===== config.mk =====
export PLATFORM = sky130hd
export DESIGN_NAME = ifm_window_streamer
export DESIGN_NICKNAME = d
export VERILOG_FILES = /design/src/rtl/ifm_window_streamer.sv
export SDC_FILE = /design/constraint.sdc
export NUM_CORES = 1
export LEC_CHECK = 0
export CAP_MARGIN = 20
export CORE_MARGIN = 10
export CORE_UTILIZATION = 37
export DETAILED_ROUTE_END_ITERATION = 8
export PLACE_DENSITY = 0.79
export REMOVE_ABC_BUFFERS = 1
export SLEW_MARGIN = 30
export SYNTH_ARGS = -nofsm -noshare
export SYNTH_HDL_FRONTEND = slang
export SYNTH_SLANG_ARGS = --single-unit

===== constraint.sdc =====
create_clock -name clk -period 2.5 [get_ports clk]
set_clock_uncertainty 0.05 [all_clocks]
set_input_delay 0.25 -clock clk [delete_from_list [all_inputs] [get_ports clk]]
set_output_delay 0.25 -clock clk [all_outputs]
set_load 0.01 [all_outputs]

===== src/rtl/ifm_window_streamer.sv =====
// ifm_window_streamer: streams one IFM from RAM in raster order into the window line-buffer FIFO.
// Latency: read issued in cycle t is pushed in cycle t+1; window_valid follows that push by one cycle.
// Backpressure: stall blocks new reads (address holds); a read already in flight is always pushed.
//
// Ports:
//   clk, reset (sync, active-high), start (one-cycle request), stall (downstream not ready)
//   ram_rd_en / ram_addr / ram_data_in : IFM RAM read port (data one cycle after strobe)
//   fifo_enable / fifo_data_in         : pixel push into the window FIFO
//   window_valid, busy, done           : stream status
//   window_idx (only with `define WINDOW_INDEX_EN) : zero-based index of the current window
module ifm_window_streamer #(
  parameter int DATA_WIDTH  = 32,
  parameter int IFM_SIZE    = 9,
  parameter int KERNAL_SIZE = 5,
  parameter int ADDR_WIDTH  = 7
) (
  input  logic                  clk,
  input  logic                  reset,
  input  logic                  start,
  input  logic                  stall,
  output logic                  ram_rd_en,
  output logic [ADDR_WIDTH-1:0] ram_addr,
  input  logic [DATA_WIDTH-1:0] ram_data_in,
  output logic                  fifo_enable,
  output logic [DATA_WIDTH-1:0] fifo_data_in,
  output logic                  window_valid,
  output logic                  busy,
`ifdef WINDOW_INDEX_EN
  output logic                  done,
  output logic [9:0]            window_idx
`else
  output logic                  done
`endif
);

  localparam int CW = (IFM_SIZE > 1) ? $clog2(IFM_SIZE) : 1;
  localparam logic [ADDR_WIDTH-1:0] LAST_ADDR = ADDR_WIDTH'(IFM_SIZE * IFM_SIZE - 1);
  localparam logic [CW-1:0] EDGE_MAX = CW'(IFM_SIZE - 1);
  localparam logic [CW-1:0] WIN_MIN  = CW'(KERNAL_SIZE - 1);

  typedef enum logic [1:0] {IDLE, FETCH, DRAIN, FINISH} state_t;

  state_t                  state_q;
  logic [ADDR_WIDTH-1:0]   addr_q;
  logic                    fifo_en_q;
  logic [CW-1:0]           row_q;
  logic [CW-1:0]           col_q;
  logic                    win_vld_q;
  logic                    busy_q;
  logic                    done_q;
  logic                    rd_en_d;

  // Read strobe follows stall combinationally so a stalled cycle issues no read.
  // Gating by reset keeps the aborted cycle from issuing a read at all.
  assign rd_en_d = (state_q == FETCH) && !stall && !reset;

  always_ff @(posedge clk) begin
    if (reset) begin
      state_q   <= IDLE;
      addr_q    <= '0;
      fifo_en_q <= 1'b0;
      row_q     <= '0;
      col_q     <= '0;
      win_vld_q <= 1'b0;
      busy_q    <= 1'b0;
      done_q    <= 1'b0;
    end else begin
      fifo_en_q <= rd_en_d;
      done_q    <= 1'b0;
      // Counters describe the pixel being pushed this cycle.
      win_vld_q <= fifo_en_q && (row_q >= WIN_MIN) && (col_q >= WIN_MIN);
      if (fifo_en_q) begin
        if (col_q == EDGE_MAX) begin
          col_q <= '0;
          row_q <= (row_q == EDGE_MAX) ? '0 : row_q + 1'b1;
        end else begin
          col_q <= col_q + 1'b1;
        end
      end
      case (state_q)
        IDLE: begin
          if (start) begin
            state_q <= FETCH;
            busy_q  <= 1'b1;
            addr_q  <= '0;
            row_q   <= '0;
            col_q   <= '0;
          end
        end
        FETCH: begin
          if (rd_en_d) begin
            if (addr_q == LAST_ADDR) begin
              addr_q  <= '0;
              state_q <= DRAIN;
            end else begin
              addr_q <= addr_q + 1'b1;
            end
          end
        end
        DRAIN: begin
          // The final read is always pushed the cycle after it issues.
          if (fifo_en_q) begin
            state_q <= FINISH;
            busy_q  <= 1'b0;
            done_q  <= 1'b1;
          end
        end
        default: state_q <= IDLE;
      endcase
    end
  end

  assign ram_rd_en    = rd_en_d;
  assign ram_addr     = addr_q;
  assign fifo_enable  = fifo_en_q;
  assign fifo_data_in = fifo_en_q ? ram_data_in : '0;
  assign window_valid = win_vld_q;
  assign busy         = busy_q;
  assign done         = done_q;

`ifdef WINDOW_INDEX_EN
  logic [9:0] win_idx_q;

  // Advances after each window so it reads the current index while window_valid is high.
  always_ff @(posedge clk) begin
    if (reset) begin
      win_idx_q <= '0;
    end else if (state_q == IDLE && start) begin
      win_idx_q <= '0;
    end else if (win_vld_q) begin
      win_idx_q <= win_idx_q + 1'b1;
    end
  end

  assign window_idx = win_idx_q;
`endif

endmodule


Yosys cells after proc, flatten, opt, wreduce, memory -nomap -nowiden
Cells that the tools add are included.

storage, ports and cells
  output and inout bits = 44
  logic and storage cells = 59
  bits of input ports = 36
  register bits = 21

operators by class
  eq/ne operators = 9
  magnitude comparators = 2
  reductions and logical operators = 13
  bitwise logic cells = 1
  $add $sub $neg = 3
  muxes and demuxes = 23

operators with widths
  kind                                                               number
  2-to-1 mux 4 bit                                                   9
  2-to-1 mux 32 bit                                                  1
  2-to-1 mux 7 bit                                                   3
  case mux 7 bit (2 select lines)                                    1
  adder 4 x 1 -> 4 bit, second input constant                        2
  == test 4 bit, second input constant                               2
  greater-or-equal comparator 4 x 3 -> 1 bit, second input constant  2
  2-to-1 mux 2 bit                                                   4
  adder 7 x 1 -> 7 bit, second input constant                        1
  == test 7 bit, second input constant                               1
  != test 2 bit, second input constant                               3
  case mux 2 bit (3 select lines)                                    1
  AND reduction 3 bit                                                2
  logical AND 1 bit                                                  4
  AND reduction 4 bit                                                1
  nonzero test 2 bit                                                 2
  2-to-1 mux 1 bit                                                   3
  == test 2 x 1 -> 1 bit, second input constant                      1
  == test 2 bit, second input constant                               1
  zero test 1 bit                                                    2
  zero test 2 bit                                                    1
  != test 2 x 1 -> 1 bit, second input constant                      1
  case mux 1 bit (2 select lines)                                    1
  OR reduction 2 bit                                                 1
  inverter 1 bit                                                     1

Longest topological paths before layout
  depth in word-level cells = 6
  depth in mapped cells = 6
  gate-level depth less buffers = 6

Least setup slack after synthesis
No wires, ideal clock.

  path kind = register to register
  from = register state_q[0]
  to = register addr_q[5], in the netlist ram_addr[5]
  library setup time = 0.070 ns
  stages on the path, launching flop included = 7
  period minus slack after synthesis = 1.769 ns
  data arrival time = 1.649 ns
  slack = 0.731 ns
  cell sequence = dfxtp_1 inv_1 ha_1 mux2_2 nand3_1 or4_1 a21oi_1

between the ends
  longest elaborated chain between the ends = 5

ends and longest elaborated chain
  item                                  line    text
  start: declaration                    43      state_t state_q;
  start signal: assignment              59      state_q <= IDLE;
  start signal: assignment              83      state_q <= FETCH;
  start signal: assignment              94      state_q <= DRAIN;
  == test 2 x 1 -> 1 bit                55, 80
  logical AND 1 bit (2 in series)       55      assign rd_en_d = (state_q == FETCH) && !stall && !reset;
  != test 2 bit (no source line)        --
  AND reduction 3 bit (no source line)  --
  end signal: assignment                96      addr_q <= addr_q + 1'b1;
  end: declaration                      44      logic [ADDR_WIDTH-1:0] addr_q;

Several ways; a longest one is shown, not always the timed one.
A chain may end at the register's enable or synchronous reset.

Worst setup path in the final report
  from = register state_q[1]
  to = output port ram_rd_en

between the ends
  longest elaborated chain between the ends = 3

ends and longest elaborated chain
  item                             line  text
  == test 2 x 1 -> 1 bit           55
  logical AND 1 bit (2 in series)  55
  end: declaration                 21    output logic ram_rd_en,

No other way between the ends.

==> results.txt <==
DR vias -> 1368
status -> finished, final reports clean
Slew Viols, Final -> 0
worst-path fanout max -> 7
hold buffers post-CTS -> 0
Longest Clk Path Bufs -> 2
Synth top area share -> 31.4%
critical path data required time -> 2.20 ns
mux share of post-synthesis cell area -> 4.58%
Peak VDD IR -> 348 uV
Wirelength per Cell -> 14.1 um
Die Ht -> 80.2 um
total track usage -> 12.0%
Synth Warn # -> 0
setup tns final -> 0 ns
nets -> 290
gpl congestion -> 0.801
top area cells in the synthesized netlist -> dfxtp_1, and2_1, ha_1
post-synthesis xor/xnor area fraction -> 5.23%
met3 routed WL -> 375 um
main combinational cell family by area after synthesis -> simple AND/OR/NAND/NOR gates
first-pass GRT wire length -> 6.31 mm
grt ovf -> 0
vias in the first global route -> 1226
worst-margin pin slew -> 0.397 ns
HP Class -> flop to flop
Worst-Skew Late Latency -> 0.30 ns
Crit path largest cell delay -> 0.59 ns
Buf/Inv on CP -> 2
Synth Area in Adders -> 9.34%
final wirelength -> 4.06 mm
Synth Flop Type -> dfxtp_1
leading cell type by number of instances after synthesis -> and2_1
Core ar. -> 3420 sq um
antenna viol nets, final -> 0
met2 wire len -> 1.89 mm
Final min period -> 2.18 ns
final instance area -> 2230 sq um
share of cells above drive strength 1 -> 6.17%
IO Count -> 80
Yosys reg bits -> 21
Cell variety after synth -> 33
Post-synth ARST share -> 0%
Slowest cell on crit path -> clkdlybuf4s50_1
post-DP HPWL -> 3.46 mm
Fill cells -> 305
cts repair resizes -> 0
Slew HR -> 73.2%
Diodes inserted -> 0
placed instance area -> 2200 sq um
PD cells -> 485 nW/um^2
CP delay by family, top -> buffers and inverters
Die W -> 80.2 um
Leakage -> 0.835 nW
Mapped Area -> 1340 sq um
Period Utilization, post-route -> 87.3%
Worst-path clk slew -> 0.12 ns
CP arrival -> 1.88 ns
DRT iter0 DRCs -> 44
cell row count -> 21
CTS tree -> yes
Setup CP Type -> flop to primary output
Avg Cell Area, Syn -> 8.32 sq um
Post-synth EDFFs -> 0
CP Capture Type -> primary output
CP Launch Type -> flop
sequential share of the synthesized area -> 31.4%
most common library cells after synthesis -> and2_1, dfxtp_1, nor2_1
Syn-to-layout area delta -> 66.2%
post-CTS setup buffer count -> 0
final hold vios -> 0
Max-Cap Viols -> 0
clock tree sinks -> 21
Post-Synth Simple-Gate Area -> 35.5%
largest net degree at the start of global routing -> 28
Mapped Cells -> 161
initial antenna violation count -> 0
DRT Pass-1 Iters -> 4
top layer reached by signal wires -> met4
Compound-Gate Fraction of Synth Area -> 9.80%
worst-path cell chain -> inv_1, ha_1, nor3b_1, clkdlybuf4s50_1
root buf cell -> clkbuf_4
Metal-1 WL -> 1.74 mm
vias per inst -> 4.73
# setup viols final -> 0
RSZ-0062 raised after global routing -> no
cell taking the most area after synthesis -> dfxtp_1
f_max -> 0.458 GHz
DRC Markers -> 0
depth of the CTS H-tree -> 1
initial core utilization -> 39.2%
die area -> 6430 sq um
cts bufs inserted -> 3
Buffers on Ports -> 79
[power breakdown]
group          total, W  switching [W]  internal, W
Clock          0.000162       0.000103    0.0000596
Combinational  0.000525       0.000242     0.000283
Sequential     0.000393      0.0000278     0.000365
[kinds of logic after synthesis]
| logic type | count (synthesis) |
|---|---|
| flops | 21 |
| mux | 6 |
| xor+xnor | 8 |
| fa+ha+maj | 10 |
| compound gates | 18 |
| simple gates | 83 |
| buf+inv | 15 |
[sequential cells by signal, summed over array words and instances (netlist names)]
register	count
busy	1
col_q	4
done	1
fifo_enable	1
ram_addr	7
row_q	4
state_q	2
window_valid	1
[cells in the final DEF (no fill, tap or decap), types with 2 or more instances in the layout]
master           count
o21ai_0              3
a21oi_1              7
and2_1              32
nor3b_1              2
nand4_1              2
ha_1                10
nand2_1              9
o31ai_1              2
nand3_1              5
nor2_1              17
buf_4                4
nand2b_1             5
dfxtp_1             21
and3_2               2
nand4b_1             2
mux2i_1              5
clkbuf_4             3
xor2_1               6
clkdlybuf4s50_1     79
inv_1               10
xnor2_1              2
[path summary, 6_finish.rpt]
path | slack (ns) | endpoint | from | cells past startpoint
setup / recovery | 0.32 | ram_rd_en | state_q[1] | 4
setup reg to reg | 0.56 | ram_addr[5] | state_q[0] | 6
hold reg to reg | 0.47 | row_q[0] | row_q[0] | 2
hold / removal | 0.47 | row_q[0] | row_q[0] | 2
[layer usage]
layer  global-route usage [%]  up-vias
met4                     4.05        0
met1                     13.4      605
met2                     21.1       55
met3                     3.67        6
li1                         -      702
met5                        0        -
[final cells by class]
type | count | area, sq um | area share (%)
Sequential cell | 21 | 420 | 18.9
Clock inverter | 1 | 5.00 | 0.225
Multi-Input combinational cell | 125 | 863 | 38.8
Clock buffer | 3 | 22.5 | 1.01
Tap cell | 46 | 57.6 | 2.58
Inverter | 10 | 37.5 | 1.69
Timing Repair Buffer | 83 | 821 | 36.9
[worst min-delay path, delay by kind of cell (launching register included)]
family	cells	cell delay [ns]
flops	1	0.37
compound gates	1	0.05
simple gates	1	0.07
[through the flow]
stage	instances	utilization (%)	power (W)	hold WS, ns	setup WS (ns)
6_report	289	65.2	0.00108	0.471	0.318
3_3_place_gp	285	64.4	0.000919	0.447	0.514
5_1_grt	289	65.2	0.00116	0.495	0.145
3_5_place_dp	285	64.4	0.000931	0.458	0.502
2_1_floorplan	156	-	0.000697	0.269	0.720
4_1_cts	289	65.2	0.00110	0.475	0.280
Power figures use the tool's default switching activity.
